===== src/rtl/emu_time_sched.sv =====
// Emulation timestep scheduler: grants the smallest enabled timestep request
// each cycle, clamps it so emulation time lands exactly on a programmable stop
// time, accumulates emulation time and sequences IDLE/RUN/DONE.
// The accumulator arithmetic assumes DT_WIDTH <= TIME_WIDTH.
module emu_time_sched #(
    parameter int N_REQ      = 4,
    parameter int DT_WIDTH   = 27,
    parameter int TIME_WIDTH = 40,
    parameter int DT_MAX     = 2**26
) (
    input  logic                          emu_clk,
    input  logic                          emu_rst,
    input  logic [N_REQ*DT_WIDTH-1:0]     dt_req,
    input  logic [N_REQ-1:0]              dt_req_en,
    input  logic                          start,
    input  logic                          stop,
    input  logic                          clear,
    input  logic [TIME_WIDTH-1:0]         tstop,
    input  logic                          tstop_en,
    output logic [DT_WIDTH-1:0]           emu_dt,
    output logic [TIME_WIDTH-1:0]         emu_time,
    output logic [$clog2(N_REQ+1)-1:0]    dt_src,
    output logic                          running,
    output logic                          done,
    output logic                          overflow
);

    localparam int SRC_W = $clog2(N_REQ+1);
    localparam logic [DT_WIDTH-1:0] DT_MAX_V = DT_WIDTH'(DT_MAX);
    localparam logic [SRC_W-1:0]    SRC_NONE = SRC_W'(N_REQ);

    typedef enum logic [1:0] {
        ST_IDLE,
        ST_RUN,
        ST_DONE
    } state_t;

    state_t                  state;
    logic [DT_WIDTH-1:0]     dt_next;
    logic [SRC_W-1:0]        src_next;
    logic [TIME_WIDTH-1:0]   rem;
    logic [TIME_WIDTH:0]     sum;
    logic                    hit_stop;

    // Minimum-request search followed by the stop-time clamp.
    always_comb begin
        // NOTE: every variable gets a default first so no path leaves it
        // unassigned, which would otherwise infer a latch.
        dt_next  = DT_MAX_V;
        src_next = SRC_NONE;
        rem      = '0;
        // NOTE: blocking assignments here so each loop iteration sees the
        // running minimum left by the previous one.
        for (int i = 0; i < N_REQ; i++) begin
            if (dt_req_en[i] && (dt_req[i*DT_WIDTH +: DT_WIDTH] < dt_next)) begin
                dt_next  = dt_req[i*DT_WIDTH +: DT_WIDTH];
                src_next = SRC_W'(i);
            end
        end
        if (tstop_en) begin
            rem = (tstop > emu_time) ? (tstop - emu_time) : '0;
            if (rem < TIME_WIDTH'(dt_next)) begin
                dt_next = rem[DT_WIDTH-1:0];
            end
        end
    end

    // Next time with carry-out kept, and the stop-time reached condition.
    always_comb begin
        sum      = {1'b0, emu_time} + (TIME_WIDTH+1)'(dt_next);
        hit_stop = tstop_en && (sum >= {1'b0, tstop});
    end

    // Run/pause/done sequencer with registered grant, time and status.
    always_ff @(posedge emu_clk or posedge emu_rst) begin
        // NOTE: non-blocking assignments for all state so every register
        // samples the pre-edge values regardless of statement order.
        if (emu_rst) begin
            state    <= ST_IDLE;
            emu_dt   <= '0;
            emu_time <= '0;
            dt_src   <= SRC_NONE;
            running  <= 1'b0;
            done     <= 1'b0;
            overflow <= 1'b0;
        end else if (clear) begin
            state    <= ST_IDLE;
            emu_dt   <= '0;
            emu_time <= '0;
            running  <= 1'b0;
            done     <= 1'b0;
            overflow <= 1'b0;
        end else begin
            case (state)
                ST_IDLE: begin
                    emu_dt <= '0;
                    if (start && !stop) begin
                        state   <= ST_RUN;
                        running <= 1'b1;
                    end
                end
                ST_RUN: begin
                    if (stop) begin
                        state   <= ST_IDLE;
                        running <= 1'b0;
                        emu_dt  <= '0;
                    end else begin
                        emu_dt   <= dt_next;
                        emu_time <= sum[TIME_WIDTH-1:0];
                        dt_src   <= src_next;
                        if (sum[TIME_WIDTH]) begin
                            overflow <= 1'b1;
                        end
                        if (hit_stop) begin
                            state   <= ST_DONE;
                            running <= 1'b0;
                            done    <= 1'b1;
                        end
                    end
                end
                ST_DONE: begin
                    emu_dt <= '0;
                end
                default: begin
                    state   <= ST_IDLE;
                    emu_dt  <= '0;
                    running <= 1'b0;
                    done    <= 1'b0;
                end
            endcase
        end
    end

endmodule


===== config.mk =====
export PLATFORM = sky130hd
export DESIGN_NAME = emu_time_sched
export DESIGN_NICKNAME = d
export VERILOG_FILES = /design/src/rtl/emu_time_sched.sv
export SDC_FILE = /design/constraint.sdc
export NUM_CORES = 1
export LEC_CHECK = 0
export ABC_AREA = 1
export CAP_MARGIN = 20
export CORE_ASPECT_RATIO = 1.25
export CORE_MARGIN = 3
export CORE_UTILIZATION = 54
export DETAILED_ROUTE_END_ITERATION = 8
export PLACE_DENSITY = 0.85
export SKIP_CTS_REPAIR_TIMING = 1
export SLEW_MARGIN = 20
export SYNTH_ARGS = -nofsm -noshare
export SYNTH_HDL_FRONTEND = slang
export SYNTH_SLANG_ARGS = --single-unit

===== constraint.sdc =====
create_clock -name emu_clk -period 12.85 [get_ports emu_clk]
set_clock_uncertainty 0.15 [all_clocks]
set_input_delay 1.285 -clock emu_clk [delete_from_list [all_inputs] [get_ports emu_clk]]
set_output_delay 1.285 -clock emu_clk [all_outputs]
set_load 0.01 [all_outputs]

==> results by group <==
Global route
  – Grt ovf: 0
  – First-pass GRT wire length: ~62 mm
  – Vias in the first global route: around 14,000
  – GR Util All Layers: 31.61%
  – Antenna violations before repair: 5
  – Largest net degree at the start of global routing: 76

CTS
  – Clk sinks: 75
  – CTS root buffer: clkbuf_16
  – Reg clk slew, reported paths: about 0.070 ns
  – H-tree depth: 3
  – Clk Latency, worst-skew pair: 0.36 ns
  – CTS buffer count: 9
  – CTS tree: built
  – Max clock buf depth: 2

Yosys
  – Post-synth ARST share: 100.0%
  – Syn Nets: between 2,000 and 2,500
  – Cell count after synthesis: around 1,700
  – Main synth FF type: dfrtp_1
  – Synth area leaders: ha_1, dfrtp_1, nand2_1, inv_1, o21ai_0
  – Multiplexer share of the synthesized area: 0%
  – Total number of yosys warnings: 0
  – Count leader, synth: nand2_1
  – Main combinational cell family by area after synthesis: simple AND/OR/NAND/NOR gates
  – Share of the synthesized area in the top cell type: 22.33%
  – Synth Register Bits: 75
  – Synth Area in Simple Gates: ~28%
  – Synth Area in XOR/XNOR: 4.888%
  – Number of synthesized flops with an enable pin: 0
  – Synth Area in Adders: 22.66%
  – Avg Synthesized Cell Area: about 6.8 um^2
  – Sequential element share of the synthesized area: 15.88%
  – Netlist cell types: 64
  – Mapped Area: 11,830 um^2
  – Top cells by count, synth: nand2_1, inv_1, ha_1, o21ai_0, a21oi_1
  – Cell taking the most area after synthesis: ha_1
  – Post-synthesis compound-gate area fraction: 17.63%

Final layout
  – Nets: 2,593
  – Fin util: 84.46%
  – Share of cells above drive strength 1: about a quarter
  – Design area: 17,890 um^2
  – Synth-to-Final Area Change: 51.32%
  – Final Instance Count excl. Fillers: about 2,500

Worst setup path
  – CP most frequent cell: nand2_1
  – Setup slack, reg-to-reg: 1.80 ns
  – Crit Path Max Fanout: 11
  – Reg2Reg Depth: 60
  – Worst EP required: 12.92 ns
  – Worst setup startpoint: dt_req[35]
  – CP Data Arrival Time: around 15 ns
  – Reg2reg start: emu_time[0]$_DFFE_PP0P_
  – Kind of critical path: in -> reg
  – CP max stage delay: 0.62 ns
  – Crit-path slowest cell: clkdlybuf4s50_1
  – Critical Path End Type: register
  – Startpoint Class: primary input
  – Worst setup path end: state[1]$_DFFE_PP0P_
  – Reg2reg end: state[1]$_DFFE_PP0P_

Place
  – GP Congestion: 0.9783
  – Setup WS pre-CTS: -1.514 ns
  – Placement Cell Area: 16,010 um^2
  – Hpwl dp: 32.68 mm
  – Placed insts: 2,440
  – # port buffers: 230

Route
  – Total vias in the final route: 15,620
  – 1st-iter DRT viols: 1,906
  – # DRC: 18
  – Routed wire length: ~55 mm
  – Vias per std cell: 6.236
  – DR WL/cell: 21.87 um
  – Pre-antenna DRT Iters: 9
  – ANT nets after route: 0

Floorplanning
  – Core Region: approximately 21,000 um^2
  – FP Rows: 59
  – I/O pins: 231
  – Die X: 138.4 um
  – Starting Density: a little under three fifths
  – Die area: 23,720 um^2
  – Height of the die: 171.5 um

STA
  – Tcrit/Tclk final: 118.9%
  – Tightest Pin Transition: ~1 ns
  – Relative slew slack: 31.51%
  – Setup_tns: -19.26 ns
  – RSZ-0062 raised after global routing: true
  – Final setup violation count: 23
  – Final hold vios: 0
  – Max-slew violations: 0
  – Final critical-path required period: ~15 ns
  – Worst hold slack: 0.3478 ns
  – Final setup margin: -2.424 ns
  – FMAX: 0.06547 GHz

Min path
  – Hold crit path type: reg -> reg

Run status
  – Failing checks: design-rule violations, negative setup slack
  – Status: complete, but fails checks

Power
  – PD cells: 93.43 nW/um^2
  – Static Leak: just under 9 nW
  – Max VDD drop: slightly below 0.06 mV
  – Total Power: 1.672 mW

Flow run
  – Max-cap viol count: 0
critical path: cells and delay by family:
kind | cells | cell delay [ns]
buffers and inverters | 12 | 2.44
AND/OR/NAND/NOR | 38 | 5.52
AO/OA/AOI/OAI | 22 | 3.52
adder cells (fa/ha/maj) | 7 | 2.28
XOR/XNOR | 1 | 0.19
cell families after synthesis:
family / after synthesis
and+or+nand+nor: 714
xor gates and xnor gates: 66
adders and majority gates: 213
DFF: 75
buffers and inverters: 319
AOI/OAI and AO/OA: 362
flip-flops by register name, indices dropped and copies added, names as in the netlist:
name      flops
running       1
overflow      1
state         2
done          1
emu_time     40
dt_src        3
emu_dt       27
cell type report:
type                    instances  area (um^2)
repair buffers                494         4544
fillers                      1153         3293
inverters                     283         1082
multi-input cells            1357         9749
clock buffers                  10        229.0
well taps                     274        342.8
flip-flops and latches         75         1878
clock inverters                 6        42.54
repair inverters                2        15.01
diodes                          4        10.01
worst min-delay path by stage:
stage / to / cells after the start / startpoint / slack [ns]
2_1_floorplan: overflow$_DFFE_PP0P_ / 2 / overflow$_DFFE_PP0P_ / 0.37
3_3_place_gp: overflow$_DFFE_PP0P_ / 2 / overflow$_DFFE_PP0P_ / 0.33
3_5_place_dp: overflow$_DFFE_PP0P_ / 2 / overflow$_DFFE_PP0P_ / 0.33
4_1_cts: overflow$_DFFE_PP0P_ / 2 / overflow$_DFFE_PP0P_ / 0.35
5_1_grt: done$_DFFE_PP0P_ / 1 / done$_DFFE_PP0P_ / 0.37
6_report: overflow$_DFFE_PP0P_ / 2 / overflow$_DFFE_PP0P_ / 0.35
report_power, final:
part | leakage, nW | switching (mW) | internal, mW
clock | 0.129 | 0.121 | 0.132
combinational | 7.75 | 0.654 | 0.514
sequential | 1.04 | 0.00606 | 0.244
layout by cell type (no fill, tap or decap), types with 6 or more instances in the layout:
| cell type | instances |
|---|---|
| nand3_1 | 54 |
| nor3_1 | 12 |
| inv_2 | 10 |
| buf_12 | 6 |
| clkbuf_16 | 17 |
| a21oi_2 | 19 |
| o21ai_0 | 110 |
| dfrtp_1 | 74 |
| a211oi_1 | 8 |
| dlymetal6s2s_1 | 12 |
| o21ai_2 | 22 |
| nor2_1 | 101 |
| clkdlybuf4s50_1 | 216 |
| o21ai_1 | 17 |
| nand3_2 | 20 |
| nand2_4 | 30 |
| nand2_8 | 7 |
| inv_1 | 267 |
| nand4_1 | 18 |
| a21oi_1 | 117 |
| buf_4 | 246 |
| xor2_1 | 40 |
| xnor2_1 | 24 |
| o22ai_1 | 9 |
| a31oi_1 | 6 |
| nor2_4 | 9 |
| o21a_1 | 8 |
| nand2_1 | 348 |
| ha_1 | 180 |
| o21ai_4 | 8 |
| nor2_2 | 28 |
| or2_2 | 7 |
| nand2_2 | 58 |
| ha_4 | 29 |
layer usage:
metal | routed length [um] | track usage (%) | vias to the layer above
li1 | - | - | 6713
met1 | 16960 | 31.98 | 7078
met2 | 24960 | 60.41 | 1280
met3 | 6574 | 6.368 | 543
met4 | 6186 | 18.13 | 6
met5 | 106 | 0 | -
Note: power is estimated with default switching activity, not from simulation.
